===== config.mk =====
export PLATFORM = sky130hd
export DESIGN_NAME = spi_master_param_flat
export DESIGN_NICKNAME = d
export VERILOG_FILES = /design/src/rtl/spi_pkg.sv /design/src/rtl/spi_master_param_if.sv /design/src/rtl/spi_clkgen.sv /design/src/rtl/spi_master_param.sv /design/src/flat_wrapper.sv
export SDC_FILE = /design/constraint.sdc
export NUM_CORES = 1
export LEC_CHECK = 0
export ABC_AREA = 1
export BUFFER_PORTS_ARGS = -buffer_cell sky130_fd_sc_hd__buf_2
export CAP_MARGIN = 10
export CORE_UTILIZATION = 40
export DETAILED_ROUTE_END_ITERATION = 10
export SLEW_MARGIN = 20
export SYNTH_ARGS = -nofsm -noshare
export SYNTH_HDL_FRONTEND = slang
export SYNTH_SLANG_ARGS = --single-unit

===== constraint.sdc =====
create_clock -name clk -period 2.7 [get_ports clk]
set_clock_uncertainty 0.05 [all_clocks]
set_input_delay 0.27 -clock clk [delete_from_list [all_inputs] [get_ports clk]]
set_output_delay 0.27 -clock clk [all_outputs]
set_load 0.05 [all_outputs]

===== src/rtl/spi_pkg.sv =====
// Shared types and constants for the parametrised SPI master.
package spi_pkg;

  typedef enum logic [1:0] {
    IDLE  = 2'd0,
    SETUP = 2'd1,
    XFER  = 2'd2,
    HOLD  = 2'd3
  } spi_state_e;

  localparam int unsigned CPOL_BIT = 1;
  localparam int unsigned CPHA_BIT = 0;

  // Width of a chip-select index; never narrower than one bit.
  function automatic int unsigned cs_width(input int unsigned n);
    return (n > 1) ? 32'($clog2(n)) : 32'd1;
  endfunction

endpackage


===== src/rtl/spi_master_param_if.sv =====
// Control-side handshake plus SPI pins of the parametrised SPI master.
interface spi_master_param_if #(
  parameter int unsigned DATA_W = 12,
  parameter int unsigned NUM_CS = 1
);
  localparam int unsigned CS_W = spi_pkg::cs_width(NUM_CS);

  logic              start;
  logic [DATA_W-1:0] din;
  logic [1:0]        mode;
  logic [CS_W-1:0]   cs_sel;
  logic              miso;
  logic              busy;
  logic              done;
  logic [DATA_W-1:0] dout;
  logic              sclk;
  logic              mosi;
  logic [NUM_CS-1:0] cs_n;

  modport master (
    input  start, din, mode, cs_sel, miso,
    output busy, done, dout, sclk, mosi, cs_n
  );

  modport slave (
    output start, din, mode, cs_sel, miso,
    input  busy, done, dout, sclk, mosi, cs_n
  );
endinterface


===== src/rtl/spi_clkgen.sv =====
// SCLK divider: phase counter, sclk toggling in XFER, lead/trail edge strobes.
module spi_clkgen #(
  parameter  int unsigned CLK_DIV = 2,
  localparam int unsigned DIV_W   = $clog2(CLK_DIV + 1)
) (
  input  logic             clk,
  input  logic             rst,
  input  logic             load,
  input  logic [DIV_W-1:0] load_val,
  input  logic             en,
  input  logic             cpol,
  output logic             sclk,
  output logic             tick_c,
  output logic             lead_c,
  output logic             trail_c
);

  logic [DIV_W-1:0] cnt;

  assign tick_c  = (cnt == '0);
  assign lead_c  = en && tick_c && (sclk == cpol);
  assign trail_c = en && tick_c && (sclk != cpol);

  // Counter reloads at every phase boundary, so sclk never sees a wrap glitch.
  always_ff @(posedge clk or posedge rst) begin
    if (rst) begin
      cnt  <= '0;
      sclk <= 1'b0;
    end else begin
      if (load)
        cnt <= load_val;
      else if (tick_c)
        cnt <= DIV_W'(CLK_DIV - 1);
      else
        cnt <= cnt - DIV_W'(1);

      if (!en)
        sclk <= cpol;
      else if (tick_c)
        sclk <= ~sclk;
    end
  end

endmodule


===== src/rtl/spi_master_param.sv =====
// Parametrised full-duplex SPI master with runtime CPOL/CPHA and busy/done handshake.
module spi_master_param
  import spi_pkg::*;
#(
  parameter int unsigned DATA_W  = 12,
  parameter int unsigned CLK_DIV = 2,
  parameter int unsigned NUM_CS  = 1
) (
  input logic               clk,
  input logic               rst,
  spi_master_param_if.master bus
);

  localparam int unsigned CS_W  = cs_width(NUM_CS);
  localparam int unsigned DIV_W = $clog2(CLK_DIV + 1);
  localparam int unsigned BIT_W = $clog2(DATA_W + 1);

  spi_state_e        state;
  logic [1:0]        mode_q;
  logic [DATA_W-1:0] tx_sr;
  logic [DATA_W-1:0] rx_sr;
  logic [BIT_W-1:0]  bit_cnt;

  logic              accept_c;
  logic              last_bit_c;
  logic              shift_c;
  logic              sample_c;
  logic              load_c;
  logic [DIV_W-1:0]  load_val_c;
  logic              cpol_c;
  logic              tick_c;
  logic              lead_c;
  logic              trail_c;
  logic [NUM_CS-1:0] cs_dec_c;

  assign accept_c   = (state == IDLE) && bus.start;
  assign last_bit_c = (bit_cnt == BIT_W'(DATA_W - 1));
  assign shift_c    = mode_q[CPHA_BIT] ? lead_c : (trail_c && !last_bit_c);
  assign sample_c   = mode_q[CPHA_BIT] ? trail_c : lead_c;
  assign cpol_c     = accept_c ? bus.mode[CPOL_BIT] : mode_q[CPOL_BIT];

  // HOLD loads one extra count so done lands one edge after the hold period.
  assign load_c     = accept_c || ((state == XFER) && trail_c && last_bit_c);
  assign load_val_c = accept_c ? DIV_W'(CLK_DIV - 1) : DIV_W'(CLK_DIV);

  // Out-of-range index leaves every select deasserted.
  always_comb begin
    cs_dec_c = '1;
    for (int i = 0; i < int'(NUM_CS); i++) begin
      if (bus.cs_sel == CS_W'(i))
        cs_dec_c[i] = 1'b0;
    end
  end

  spi_clkgen #(.CLK_DIV(CLK_DIV)) u_clkgen (
    .clk      (clk),
    .rst      (rst),
    .load     (load_c),
    .load_val (load_val_c),
    .en       (state == XFER),
    .cpol     (cpol_c),
    .sclk     (bus.sclk),
    .tick_c   (tick_c),
    .lead_c   (lead_c),
    .trail_c  (trail_c)
  );

  always_ff @(posedge clk or posedge rst) begin
    if (rst) begin
      state    <= IDLE;
      busy_rst();
    end else begin
      bus.done <= 1'b0;
      case (state)
        IDLE: begin
          if (bus.start) begin
            state     <= SETUP;
            bus.busy  <= 1'b1;
            mode_q    <= bus.mode;
            bus.cs_n  <= cs_dec_c;
            bit_cnt   <= '0;
            if (bus.mode[CPHA_BIT]) begin
              tx_sr    <= bus.din;
              bus.mosi <= 1'b0;
            end else begin
              tx_sr    <= bus.din << 1;
              bus.mosi <= bus.din[DATA_W-1];
            end
          end
        end
        SETUP: begin
          if (tick_c)
            state <= XFER;
        end
        XFER: begin
          if (shift_c) begin
            bus.mosi <= tx_sr[DATA_W-1];
            tx_sr    <= tx_sr << 1;
          end
          if (sample_c)
            rx_sr <= {rx_sr[DATA_W-2:0], bus.miso};
          if (trail_c) begin
            if (last_bit_c)
              state <= HOLD;
            else
              bit_cnt <= bit_cnt + BIT_W'(1);
          end
        end
        HOLD: begin
          if (tick_c) begin
            state    <= IDLE;
            bus.busy <= 1'b0;
            bus.done <= 1'b1;
            bus.cs_n <= '1;
            bus.dout <= rx_sr;
          end
        end
        default: state <= IDLE;
      endcase
    end
  end

  task automatic busy_rst();
    bus.busy <= 1'b0;
    bus.done <= 1'b0;
    bus.dout <= '0;
    bus.mosi <= 1'b0;
    bus.cs_n <= '1;
    mode_q   <= '0;
    tx_sr    <= '0;
    rx_sr    <= '0;
    bit_cnt  <= '0;
  endtask

endmodule


===== src/flat_wrapper.sv =====
// flat-port wrapper written by rule: the top's interface ports become plain ports
module spi_master_param_flat import spi_pkg::*;
#(
  parameter int unsigned DATA_W  = 12,
  parameter int unsigned CLK_DIV = 2,
  parameter int unsigned NUM_CS  = 1
)
  (clk, rst, bus_start, bus_din, bus_mode, bus_cs_sel, bus_miso, bus_busy, bus_done, bus_dout, bus_sclk, bus_mosi, bus_cs_n);
  spi_master_param_if #(.DATA_W(DATA_W), .NUM_CS(NUM_CS)) bus_i ();
  input logic clk;
  input logic rst;
  input wire logic [$bits(bus_i.start)-1:0] bus_start;
  input wire logic [$bits(bus_i.din)-1:0] bus_din;
  input wire logic [$bits(bus_i.mode)-1:0] bus_mode;
  input wire logic [$bits(bus_i.cs_sel)-1:0] bus_cs_sel;
  input wire logic [$bits(bus_i.miso)-1:0] bus_miso;
  output wire logic [$bits(bus_i.busy)-1:0] bus_busy;
  output wire logic [$bits(bus_i.done)-1:0] bus_done;
  output wire logic [$bits(bus_i.dout)-1:0] bus_dout;
  output wire logic [$bits(bus_i.sclk)-1:0] bus_sclk;
  output wire logic [$bits(bus_i.mosi)-1:0] bus_mosi;
  output wire logic [$bits(bus_i.cs_n)-1:0] bus_cs_n;
  assign bus_i.start = bus_start;
  assign bus_i.din = bus_din;
  assign bus_i.mode = bus_mode;
  assign bus_i.cs_sel = bus_cs_sel;
  assign bus_i.miso = bus_miso;
  assign bus_busy = bus_i.busy;
  assign bus_done = bus_i.done;
  assign bus_dout = bus_i.dout;
  assign bus_sclk = bus_i.sclk;
  assign bus_mosi = bus_i.mosi;
  assign bus_cs_n = bus_i.cs_n;
  spi_master_param #(.DATA_W(DATA_W), .CLK_DIV(CLK_DIV), .NUM_CS(NUM_CS)) u_core (.clk(clk), .rst(rst), .bus(bus_i));
endmodule

==> impl_metrics.ini <==
[worst_setup_path]
r2r-start = u_core.state[1]
worst-setup-path-type = register to register
crit_fanout = 24
path_buf_inv = 1
reg2reg_depth = 9
max_stage_delay_ps = 500
worstPathArrival_ps = 2350
required_ps = 2830
cp-start-kind = register
path_common_cell = nand2_4
endpoint_kind = register
crit_slowest_cell = o21ai_4
crit_path_cell_trace = inv_1, ha_1, nand2_4, nand2_4, nand3_1, nand2_2, nand2_1, o21ai_4, o21ai_0
rr_endpoint = u_core.rx_sr[6]
critPathLaunch = u_core.state[1]
crit_family = compound AO/OA/AOI/OAI gates
r2r_slack_ps = 480

[place]
pre_cts_slack_ps = 436
place_congestion = 0.805
hpwl_um = 3460
io_buffers = 35

[global_routing]
track_usage = 0.174
grt_pass1_wl_um = 8630
grt-busiest-layer = met2
grt_pass1_vias = 1861
grt_util_met1 = 0.240
met2_usage = 0.268
grt_overflow = 0
grt_max_degree = 36
grtUsageMet3 = 0.0472
antenna_found_initial = 0

[timing]
worst_slack_ps = 480
finalSetupTns_ps = 0
final.period_utilization = 0.822
slew_headroom = 0.528
hold_viol = 0
rsz0062_at_grt = no
slew_viol_final = 0
report.final.setup_viol = 0
min_period_ps = 2220
fmax_mhz = 450
worst_pin_slew_ps = 705

[routing]
wirelength_um = 4970
vias = 1953
ant_nets = 0
drc_errors = 0
drt-initial-drc-count = 102
vias_per_cell = 4.81
wl_per_cell_um = 12.2
first_pass_iters = 4

[yosys]
synth_edf_count = 0
synthesis.area_sq_um = 2500
async_flop_share = 1.00
ys_warn_count = 0
synth-seq-cells = 51
seq_area_frac_synth = 0.510
postSynthAreaPerCell_sq_um = 8.58
syn_nets = 317
ys.flop_type = dfrtp_1
synth_top_area_share = 0.500
yosysTopAreaCell = dfrtp_1
syn_inst = 292
synth_area_leaders = dfrtp_1 50%, nand2_1 10%, inv_1 6.6%
yosysUniqueCellTypes = 28

[power]
p_per_area_nw_per_um2 = 466
vdd_drop_max_uv = 284
leakage_nw = 1.53

[clocking]
cts-buffers-inserted = 5
cts.repair.resized = 0
h-tree-depth = 2
cts_buffer_depth = 2
cts_tree = done
cts_root_buf = clkbuf_8
clock_latency_ps = 310
clk_pin_slew_ps = 100
cts_sinks = 51

[cells_and_area]
antenna_cells = 0
multi_input_area_sq_um = 995
seq_area_sq_um = 1280
drive_gt1_frac = 0.199
fillers = 591
layout.nets = 355
synthToLayoutAreaGrowth_pct = 13.6

[run_status]
status = finished, final reports clean

[floorplanning]
die_y_um = 81.1
die_area_sq_um = 6580
rows = 28
ios = 36
initial_core_util = 0.418
die_x_um = 81.1
core_sq_um = 5990

[min_path]
hold_depth = 3
worstHoldEndpoint = u_core.rx_sr[0]
min_path_type = primary input to register
min_from = bus_miso

[flow_run]
cap_viol_max_count = 0
[cells in the mapped netlist, types with 3 or more instances]
cell type / instances
a21oi_1: 5
a221oi_1: 8
buf_2: 3
buf_6: 3
clkbuf_1: 3
dfrtp_1: 50
ha_1: 6
inv_1: 44
nand2_1: 69
nand2_4: 3
nand3_1: 21
nand4_1: 5
nor2_1: 22
o21ai_0: 23
o21ai_2: 6
o22ai_1: 4
[cell usage in the layout (no fill, tap or decap)]
cell type	Yosys	final
a21oi_1	5	5
a221oi_1	8	8
a22o_1	1	1
buf_2	3	35
buf_4	1	5
clkbuf_8	0	5
clkinv_2	0	1
clkinvlp_4	0	1
dfrtp_1	50	50
dfstp_2	1	1
dlygate4sd3_1	0	1
ha_1	6	6
inv_1	44	43
inv_2	0	1
inv_8	0	1
nand2_1	69	69
nand2_2	2	2
nand2_4	3	3
nand3_1	21	21
nand3_2	2	2
nand4_1	5	5
nor2_1	22	22
nor2_2	1	1
nor2_4	1	1
nor3_1	2	2
o21ai_0	23	23
o21ai_1	2	2
o21ai_2	6	6
o21ai_4	1	1
o21bai_1	1	1
o22ai_1	4	4
xor2_1	2	2
[worst max path at each step]
stage	end	slack, ps	cells past startpoint
2_1_floorplan	u_core.bus.mosi	870	12
3_3_place_gp	u_core.rx_sr[1]	530	9
3_5_place_dp	u_core.rx_sr[6]	440	9
4_1_cts	u_core.rx_sr[6]	430	9
5_1_grt	u_core.rx_sr[6]	200	9
6_report	u_core.rx_sr[6]	480	9
[per-layer routing]
layer	vias up	share of wire
li1	1011	-
met1	902	0.51
met2	36	0.44
met3	4	0.040
met4	0	0.0099
met5	-	0
[cell type report]
type | count | area share
Clock buffer | 5 | 0.0242
Clock inverter | 3 | 0.00835
Inverter | 44 | 0.0580
Multi-Input combinational cell | 187 | 0.349
Sequential cell | 51 | 0.449
Tap cell | 75 | 0.0330
Timing Repair Buffer | 41 | 0.0782
[sequential cells by signal (all words and copies together) (netlist names)]
signal                cells
u_core.rx_sr             12
u_core.bit_cnt            4
u_core.mode_q             2
u_core.bus.cs_n           1
u_core.u_clkgen.sclk      1
u_core.bus.dout          12
u_core.bus.mosi           1
u_core.u_clkgen.cnt       2
u_core.bus.busy           1
u_core.tx_sr             12
u_core.bus.done           1
u_core.state              2
[per-stage QoR]
stage / area [sq um] / instances / utilization / hold slack, ps / total power, mW
3_5_place_dp: 2740 / 397 / 0.458 / 219 / 0.872
3_3_place_gp: 2740 / 397 / 0.458 / 222 / 0.872
4_1_cts: 2850 / 406 / 0.475 / 108 / 1.34
5_1_grt: 2850 / 406 / 0.475 / 101 / 1.39
2_1_floorplan: 2500 / 292 / - / 342 / 0.840
6_report: 2850 / 406 / 0.475 / 115 / 1.33
[report_power, final]
group          leakage, nW  switching, mW  internal (mW)
sequential           0.647        0.00580          0.774
combinational        0.841         0.0487         0.0285
clock               0.0461          0.281          0.188
[cells by family after synthesis]
logic type	synth area share
compound gates	0.132
xor+xnor	0.00699
fa+ha+maj	0.0300
buf+inv	0.0929
flops	0.510
simple gates	0.228
[worst min-delay path, delay by kind of cell]
family          cells  cell delay, ps
simple gates        1              50
compound gates      1              50
buf+inv             1              70
[repair_timing]
action | CTS | global route
endpoints found under the hold margin | 16 | 0
hold buffers | 1 | 0
buffers inserted | 0 | 0
Power figures use the tool's default switching activity.
